===== src/rtl/zynq_rd_collector_pkg.sv =====
// Shared types and constants for the digitizer read collector.
package zynq_rd_collector_pkg;

  typedef enum logic [1:0] {
    IDLE  = 2'd0,
    REQ   = 2'd1,
    DATA  = 2'd2,
    DRAIN = 2'd3
  } state_t;

  localparam int CHAN_DEF    = 8;
  localparam int TIMEOUT_DEF = 4096;
  localparam int SAMPLE_W    = 12;

endpackage


===== src/rtl/zynq_rd_collector_rd_timeout_ctr.sv =====
// Idle-cycle counter: clr reloads zero, inc advances; expire flags the LIMIT-th
// consecutive idle cycle combinationally so the FSM can leave on that same edge.
module rd_timeout_ctr #(
  parameter int LIMIT = 4096
) (
  input  logic clk,
  input  logic rst,
  input  logic clr,
  input  logic inc,
  output logic expire
);

  localparam int W = $clog2(LIMIT + 1);

  logic [W-1:0] cnt;

  always_ff @(posedge clk) begin
    if (rst || clr) begin
      cnt <= '0;
    end else if (inc) begin
      cnt <= cnt + 1'b1;
    end
  end

  assign expire = inc && (cnt == W'(LIMIT - 1));

endmodule


===== src/rtl/zynq_rd_collector.sv =====
// Reads one event (CHAN channels x sample_num words) from the digitizer and
// forwards each word one cycle after capture, with sticky error reporting.
module zynq_rd_collector
  import zynq_rd_collector_pkg::*;
#(
  parameter int CHAN    = CHAN_DEF,
  parameter int TIMEOUT = TIMEOUT_DEF
) (
  input  logic                CK50,
  input  logic                RST,
  input  logic                start,
  input  logic [11:0]         sample_num,
  output logic                EOS,
  input  logic                RD_EN,
  input  logic [15:0]         DIN,
  output logic                evt_valid,
  output logic [SAMPLE_W-1:0] evt_data,
  output logic [2:0]          evt_chan,
  output logic                evt_first,
  output logic                evt_last,
  output logic                busy,
  output logic                done,
  output logic [15:0]         evt_count,
  output logic                err_timeout,
  output logic                err_format,
  output logic                err_extra
);

  state_t      state, next_state;
  logic [11:0] smp;
  logic [11:0] word_cnt;
  logic [2:0]  chan_idx;
  logic        word_last;
  logic        accept, capture, end_ok, end_to;
  logic        cnt_inc, cnt_clr, expire;

  assign word_last = (word_cnt == smp - 12'd1);
  assign EOS       = (state == REQ);
  assign busy      = (state != IDLE);
  // Every non-IDLE transition except a timeout exit coincides with a capture,
  // so clearing on IDLE and on capture covers every state entry.
  assign cnt_clr   = (state == IDLE) || capture;

  rd_timeout_ctr #(
    .LIMIT(TIMEOUT)
  ) u_timeout (
    .clk   (CK50),
    .rst   (RST),
    .clr   (cnt_clr),
    .inc   (cnt_inc),
    .expire(expire)
  );

  always_ff @(posedge CK50) begin
    if (RST) begin
      state <= IDLE;
    end else begin
      state <= next_state;
    end
  end

  always_comb begin
    next_state = state;
    accept     = 1'b0;
    capture    = 1'b0;
    end_ok     = 1'b0;
    end_to     = 1'b0;
    cnt_inc    = 1'b0;
    case (state)
      IDLE: begin
        if (start && (sample_num != 12'd0)) begin
          accept     = 1'b1;
          next_state = REQ;
        end
      end
      REQ, DATA: begin
        if (RD_EN) begin
          capture    = 1'b1;
          next_state = (word_last && (chan_idx == 3'd0)) ? DRAIN : DATA;
        end else begin
          cnt_inc = 1'b1;
          if (expire) begin
            end_to     = 1'b1;
            next_state = IDLE;
          end
        end
      end
      DRAIN: begin
        if (RD_EN) begin
          cnt_inc = 1'b1;
          if (expire) begin
            end_to     = 1'b1;
            next_state = IDLE;
          end
        end else begin
          end_ok     = 1'b1;
          next_state = IDLE;
        end
      end
      default: next_state = IDLE;
    endcase
  end

  always_ff @(posedge CK50) begin
    if (RST) begin
      smp         <= '0;
      word_cnt    <= '0;
      chan_idx    <= '0;
      evt_valid   <= 1'b0;
      evt_data    <= '0;
      evt_chan    <= '0;
      evt_first   <= 1'b0;
      evt_last    <= 1'b0;
      done        <= 1'b0;
      evt_count   <= '0;
      err_timeout <= 1'b0;
      err_format  <= 1'b0;
      err_extra   <= 1'b0;
    end else begin
      evt_valid <= capture;
      done      <= end_ok || end_to;
      if (accept) begin
        smp         <= sample_num;
        word_cnt    <= '0;
        chan_idx    <= 3'(CHAN - 1);
        err_timeout <= 1'b0;
        err_format  <= 1'b0;
        err_extra   <= 1'b0;
      end
      if (capture) begin
        evt_data  <= DIN[15:4];
        evt_chan  <= chan_idx;
        evt_first <= (word_cnt == 12'd0);
        evt_last  <= word_last;
        if (DIN[3:0] != 4'd0) begin
          err_format <= 1'b1;
        end
        if (word_last) begin
          word_cnt <= '0;
          if (chan_idx != 3'd0) begin
            chan_idx <= chan_idx - 3'd1;
          end
        end else begin
          word_cnt <= word_cnt + 12'd1;
        end
      end
      if ((state == DRAIN) && RD_EN) begin
        err_extra <= 1'b1;
      end
      if (end_to) begin
        err_timeout <= 1'b1;
      end
      if (end_ok) begin
        evt_count <= evt_count + 16'd1;
      end
    end
  end

endmodule

===== config.mk =====
export PLATFORM = sky130hd
export DESIGN_NAME = zynq_rd_collector
export DESIGN_NICKNAME = d
export VERILOG_FILES = /design/src/rtl/zynq_rd_collector_pkg.sv /design/src/rtl/zynq_rd_collector_rd_timeout_ctr.sv /design/src/rtl/zynq_rd_collector.sv
export SDC_FILE = /design/constraint.sdc
export NUM_CORES = 1
export LEC_CHECK = 0
export ABC_AREA = 1
export BUFFER_PORTS_ARGS = -buffer_cell sky130_fd_sc_hd__buf_4
export CORE_ASPECT_RATIO = 1.1
export CORE_MARGIN = 1.5
export CORE_UTILIZATION = 55
export DETAILED_ROUTE_END_ITERATION = 8
export MAX_ROUTING_LAYER = met4
export PLACE_DENSITY = 0.82
export SETUP_SLACK_MARGIN = 0.1
export SLEW_MARGIN = 40
export SYNTH_ARGS = -nofsm -noshare
export SYNTH_HDL_FRONTEND = slang
export SYNTH_SLANG_ARGS = --single-unit

===== constraint.sdc =====
create_clock -name CK50 -period 2.05 [get_ports CK50]
set_input_delay 0.205 -clock CK50 [delete_from_list [all_inputs] [get_ports CK50]]
set_output_delay 0.205 -clock CK50 [all_outputs]
set_load 0.01 [all_outputs]

==> results.md, run 1 <==
* Via density at 5.47
* Type of origin of the critical path: register
* Pwr dens at 688 mW/mm2
* CP Capture Type: register
* Setup ws final at 0.0586 ns
* Pre-CTS setup slack at 0.0351 ns
* # diodes at 0
* Critical path arrival at roughly 2.2 ns
* Worst path buffer plus inverter count at 1
* Die boundary height at 94.1 um
* Post-synth ARST share at 0%
* Wire length on met1 at 4.39 mm
* Worst-path cell chain: inv_2, ha_4, nand2_2, nand2_2, nand3_2, nor2_2, nand2_2, nor3_4, nand3_4, a31oi_1, a21oi_1
* Int Pwr at approximately 2.6 mW
* First-pass DRT Iterations at 6
* Met3 Wirelength at around 620 um
* Synth top area share at 38.6%
* Post-layout min period at 1.99 ns
* Final Max Tran Viols at 0
* Num CTS Buffers at 9
* Area growth syn-to-layout at 30.1%
* Pin count of the biggest net entering global routing at 29
* Die W at 85.9 um
* Syn_area_per_cell at approximately 7 um2
* Most common cell in the synthesized netlist: nand2_1
* Peak VDD IR at 498 uV
* Depth of the most critical reg-to-reg path at 11
* CTS Sinks at 80
* Clock group share of total power at 33.7%
* Clk Latency, worst-skew pair at 0.36 ns
* H-tree levels at 3
* Final setup fails at 0
* Ports at 72
* Hold path cells at 3
* Max FO, Critical Path at 3
* Reg clk slew, reported paths at 0.09 ns
* Status: finished, final reports clean
* Worst Path Class, Setup: reg -> reg
* Sw frac at 30.7%
* Die ar. at 0.00808 mm2
* Final Skew at a little over 0.01 ns
* Total global-route track usage at a little over a quarter
* Area leader, netlist: dfxtp_1
* WP data required at around 2.3 ns
* Kind of cell adding the most delay to the critical path: simple AND/OR/NAND/NOR gates
* Core area at 0.00739 mm2
* Fin util at 73.1%
* Post-synth EDFFs at 0
* Worst Hold Class: in -> reg
* Total power at 3.72 mW
* DR iter-0 viols at 210
* Sequential share of power at roughly 45%
* Post-synthesis register bit count at 80
* Register area share after synthesis at about two fifths
* Max clock buf depth at 2
* WL final at ~11 mm
* Initial Utilization at 56.2%
* RSZ-0062 raised after global routing: yes
* Synthesis Warnings at 0
* Top cell by count, worst path: nand2_2
* Critical path depth at 11
* Initial antenna violation count at 0
* GP Congestion at 0.936
* CTS tree: yes
* CP peak stage delay at 0.37 ns
* Synth top area cells: dfxtp_1 39%, nand2_1 9.4%, nor2_1 6.7%, inv_1 5.3%, a21oi_1 4.9%
* Clock root buffer: clkbuf_8
* Prevailing post-synth register cell: dfxtp_1
* WL met2 at approximately 5.5 mm
* Antenna viol nets, final at 0
* Routed via count at between 4,000 and 5,000
* Port Buffers at 71
* Slew headroom at 64.6%
* Final Hold Fails at 0
* Slowest CP cell: dfxtp_2
* Synth Cell Area at ~0.0042 mm2
* Row count at 33
* Post-synth cell types at 37
* Global-route wire length before repair at 16.4 mm
* P_sw at 1.14 mW
* Vias in the first global route at about 3,800
* Layout cells sized above 1 at 30.0%
* Tcrit/Tclk final at a little over nine tenths
* Net Count, Synth at 621
* Max-Cap Viols at 0
* DR top layer: met4
* Hold WS at 0.0906 ns
* DR WL/cell at between 10 and 15 um
* DRC at 0
* Synth Instances at 578
* Logic gate share of total power at 21.3%
* FMAX at 502 MHz
* Worst-Margin Slew at 0.531 ns
* GRT overflow at 0
* Detailed placement HPWL at 7.32 mm
* Synth top cells by count: 104 x nand2_1, 80 x dfxtp_1, 74 x nor2_1, 59 x inv_1
* Fill count at 543
* Final nets at ~700
* Leakage at 2.28 nW
stage by stage:
stage	std cells	setup TNS [ns]	cell area [um2]
finish	757	0	5400
global route	757	-0.149	5400
CTS	748	0	5110
detailed placement	730	0	4830
global placement	730	0	4830
floorplan	578	0	4150
power by group through the flow:
stage	registers [mW]	logic, mW	clock network, mW
floorplan	1.71	0.458	0
global placement	1.70	0.665	0
detailed placement	1.71	0.686	0
CTS	1.67	0.703	1.25
global route	1.68	0.871	1.33
finish	1.67	0.790	1.25
worst paths after layout:
check | start | slack [ns] | end
max | state[0]$_SDFFE_PP0P_ | 0.06 | state[0]$_SDFFE_PP0P_
min | DIN[4] | 0.09 | evt_data[0]$_SDFFE_PP0P_
max reg2reg | state[0]$_SDFFE_PP0P_ | 0.06 | state[0]$_SDFFE_PP0P_
min reg2reg | err_extra$_SDFFE_PP0P_ | 0.48 | err_extra$_SDFFE_PP0P_
registers in the layout (all words and copies together) (netlist names), 2 cells and up:
signal	cells
evt_count	16
smp	12
state	2
evt_chan	3
u_timeout.cnt	13
evt_data	12
chan_idx	3
word_cnt	12
cell type report:
type | count | area [um2] | share of cell area, %
Tap cell | 87 | 109 | 2.01
Clock inverter | 5 | 63.8 | 1.18
Timing Repair Buffer | 92 | 719 | 13.3
Clock buffer | 11 | 151 | 2.80
Multi-Input combinational cell | 411 | 2480 | 45.9
Sequential cell | 80 | 1610 | 29.8
Inverter | 71 | 272 | 5.02
placed cells by master (no fill, tap or decap), drive strengths merged:
cell type,netlist,final
or2,2,2
buf,3,92
dfxtp,80,80
bufinv,0,1
inv,70,71
o41ai,1,1
clkinvlp,0,1
a21oi,42,42
a31oi,3,3
clkbuf,13,11
o21ai,41,41
nand4,12,12
nor3b,2,2
clkinv,1,3
o21a,4,4
xor2,17,17
ha,11,11
nand2,112,112
o31ai,9,9
nor2,88,88
nor4,4,4
xnor2,8,8
o221a,1,1
nor3,11,11
nand3,41,41
o21bai,2,2
cells by family (layout without fill, tap and decap cells):
group                    after synthesis  count (layout)  synth area share, %
AND/OR/NAND/NOR                      272             272                 31.1
AO/OA/AOI/OAI                        103             103                 13.7
buffers and inverters                 87             179                 8.04
flip-flops                            80              80                 38.6
XOR/XNOR                              25              25                 5.27
adder cells (fa/ha/maj)               11              11                 3.31
worst register-to-register path, cell delays in order, from the launching register on:
cell	delay, ns
dfxtp_2	0.37
inv_2	0.06
ha_4	0.27
nand2_2	0.05
nand2_2	0.10
nand3_2	0.09
nor2_2	0.16
nand2_2	0.09
nor3_4	0.24
nand3_4	0.13
a31oi_1	0.22
a21oi_1	0.09
what timing repair did:
item | 4_1_cts | 5_1_grt
gates resized for setup | 12 | 56
setup endpoints to repair | 23 | 29
hold buffers | 0 | 0
pin swaps | 4 | 27
setup buffers | 2 | 9
per-layer routing:
layer / GRT usage (%) / vias to the layer above
met2: 45.1 / 139
met1: 29.3 / 1912
met3: 5.71 / 36
met4: 11.2 / 0
met5: - / -
li1: - / 2053
Power figures use the tool's default switching activity.
==> run 2: changes to the inputs <==
- clock period: 2.05 -> 2.29 ns (I/O delays scaled with it)
==> run 2 against run 1 <==
Flip-flop and latch count unchanged. Power decreased by 15%. Critical path type unchanged. Largest power group unchanged. Wire length decreased by 9.8%. Non-clock buffer count is 13 lower.
==> results.md, run 2 (synthesis gave the netlist of run 1 again) <==
* Final setup fails at 0 (unchanged)
* CTS tree: yes
* Initial antenna violation count at 0 (unchanged)
* Pre-CTS setup slack at 0.112 ns (+0.0770 ns)
* Worst Path Class, Setup: reg -> reg
* Antenna viol nets, final at 0 (unchanged)
* Logic gate share of total power at 19.5% (-1.8 points)
* Top flop regs: evt_count x16, u_timeout.cnt x13
* Die boundary height at 94.1 um (unchanged)
* Tcrit/Tclk final at 90.9% (-6.3 points)
* Die W at 85.9 um (unchanged)
* Top cell by count, worst path: nand3_2
* Final Max Tran Viols at 0 (unchanged)
* Biggest register: evt_count
* Peak VDD IR at 429 uV (-14%)
* Status: finished, final reports clean
* Depth of the most critical reg-to-reg path at 11 (unchanged)
* Detailed placement HPWL at 7.26 mm (-0.83%)
* FF-to-FF Start: state[1]$_SDFFE_PP0P_
* Ports at 72 (unchanged)
* Fin Setup TNS at 0 ns (unchanged)
* Reg2reg end: state[0]$_SDFFE_PP0P_
* Pwr dens at 627 mW/mm2 (-8.8%)
* Core area at 0.00739 mm2 (unchanged)
* Hold path cells at 3 (unchanged)
* Final Skew at 0.00540 ns (-0.00466 ns)
* Area growth syn-to-layout at 21.8%
* FMAX at 480 MHz (-4.3%)
* WL final at 9.79 mm (-9.8%)
* Setup ws final at 0.209 ns (+0.150 ns)
* Clock root buffer: clkbuf_8
* CP peak stage delay at 0.35 ns (-0.02 ns)
* Die ar. at 0.00808 mm2 (unchanged)
* P_sw at 0.967 mW (-15%)
* Fin util at 68.4% (-4.7 points)
* Leakage at 2.14 nW (-6.0%)
* Critical path arrival at 2.32 ns (+0.09 ns)
* Vias in the first global route at 3,734 (-1.6%)
* Reg clk slew, reported paths at 0.08 ns (about the same)
* Final nets at 695 (-1.8%)
* Fill count at 621 (+14%)
* Final Hold Fails at 0 (unchanged)
* FF-to-FF setup slack at 0.21 ns (+0.15 ns)
* Port Buffers at 71 (unchanged)
* Worst-path cell chain: inv_1, ha_4, nand2_1, nand2_4, nand3_2, nor2_2, nand2_2, nor3_4, nand3_2, a31oi_1, a21oi_1
* DR WL/cell at 13.2 um (-8.3%)
* Total global-route track usage at 25.1% (-1.1 points)
* Sw frac at 30.5% (-0.22 points)
* CTS Sinks at 80 (unchanged)
* Max-Cap Viols at 0 (unchanged)
* Pin count of the biggest net entering global routing at 27 (-6.9%)
* Hold endpoint: evt_data[0]$_SDFFE_PP0P_
* Post-layout min period at 2.08 ns (+0.0900 ns)
* DRC at 0 (unchanged)
* First-pass DRT Iterations at 5 (-1)
* Sequential share of power at 47.2% (+2.1 points)
* Commonest non-fill, non-tap cell in the layout: nand2_1
* RSZ-0062 raised after global routing: no
* # diodes at 0 (unchanged)
* Global-route wire length before repair at 15.8 mm (-3.7%)
* Worst-Margin Slew at 0.555 ns (+0.0243 ns)
* Row count at 33 (unchanged)
* Max FO, Critical Path at 7 (+4)
* Via density at 5.38 (-1.7%)
* Clock group share of total power at 33.2% (-0.5 points)
* H-tree levels at 3 (unchanged)
* Layout cells sized above 1 at 23.1% (-6.9 points)
* Type of origin of the critical path: register
* Routed via count at 4,001 (-3.4%)
* Slowest CP cell: dfxtp_2
* DR iter-0 viols at 221 (+5.2%)
* Footprint of the multi-input gates at 0.00227 mm2 (-8.5%)
* Int Pwr at 2.20 mW (-14%)
* Num CTS Buffers at 9 (unchanged)
* WP data required at 2.53 ns (+0.24 ns)
* Initial Utilization at 56.2% (unchanged)
* Max clock buf depth at 2 (unchanged)
* GRT overflow at 0 (unchanged)
* Worst Hold Class: in -> reg
* Sequential Area at 0.00161 mm2 (-0.23%)
* Clk Latency, worst-skew pair at 0.35 ns (about the same)
* CP Capture Type: register
* Most frequent cells in the layout: 103 x nand2_1, 78 x dfxtp_1, 78 x buf_4
* GP Congestion at 0.972 (+3.9%)
* Slew headroom at 62.9% (-1.7 points)
* Min-Delay Startpoint: DIN[4]
* Max reg flops at 16 (unchanged)
-- run 2: through the flow --
| stage | power [mW] | hold slack, ns | std cells | cell area [um2] |
|---|---|---|---|---|
| final | 3.17 | 0.124 | 744 | 5060 |
| after CTS | 3.18 | 0.110 | 741 | 4960 |
| after global routing | 3.33 | 0.134 | 744 | 5060 |
| after global placement | 2.11 | 0.454 | 725 | 4760 |
| after detailed placement | 2.13 | 0.454 | 725 | 4760 |
| after floorplan | 1.94 | 0.392 | 578 | 4150 |
-- run 2: worst max path at each step --
stage                                      from                         end  slack [ns]  depth (start not counted)
final                     state[1]$_SDFFE_PP0P_       state[0]$_SDFFE_PP0P_        0.21                         11
after global routing      state[0]$_SDFFE_PP0P_  evt_count[14]$_SDFFE_PP0P_        0.06                         12
after CTS                 state[0]$_SDFFE_PP0P_    err_timeout$_SDFFE_PP0P_        0.10                         12
after detailed placement  state[0]$_SDFFE_PP0P_    err_timeout$_SDFFE_PP0P_        0.11                         12
after global placement    state[0]$_SDFFE_PP0P_    err_timeout$_SDFFE_PP0P_        0.27                         12
after floorplan           state[0]$_SDFFE_PP0P_       state[0]$_SDFFE_PP0P_        0.41                         11
-- run 2: metal layers --
metal / routed length [um] / track usage (%)
met4: 195 / 8.74
met2: 5040 / 44.6
met5: 0 / -
met1: 4170 / 28.3
met3: 381 / 4.57
-- run 2: layout make-up --
| class | count | area share [%] |
|---|---|---|
| Clock buffer | 9 | 2.45 |
| Clock inverter | 7 | 1.51 |
| Inverter | 71 | 5.27 |
| Multi-Input combinational cell | 411 | 44.9 |
| Sequential cell | 80 | 31.8 |
| Tap cell | 87 | 2.15 |
| Timing Repair Buffer | 79 | 12.0 |
-- run 2: worst max-delay path: cells and delay by family, from the launching register on --
| family | cells | cell delay [ns] |
|---|---|---|
| AO/OA/AOI/OAI | 2 | 0.26 |
| adder cells (fa/ha/maj) | 1 | 0.29 |
| buffers and inverters | 1 | 0.10 |
| flip-flops | 1 | 0.35 |
| AND/OR/NAND/NOR | 7 | 0.97 |
-- run 2: repair_timing --
item / in CTS / in global routing
hold buffers: 0 / 0
setup endpoints to repair: 0 / 15
gates resized for setup: 0 / 15
setup buffers: 0 / 3
-- run 2: power by group through the flow --
stage / registers [mW] / logic [mW] / clock network (mW)
after CTS: 1.50 / 0.607 / 1.07
after global placement: 1.53 / 0.587 / 0
after detailed placement: 1.53 / 0.605 / 0
after global routing: 1.51 / 0.696 / 1.13
final: 1.50 / 0.619 / 1.05
after floorplan: 1.53 / 0.410 / 0
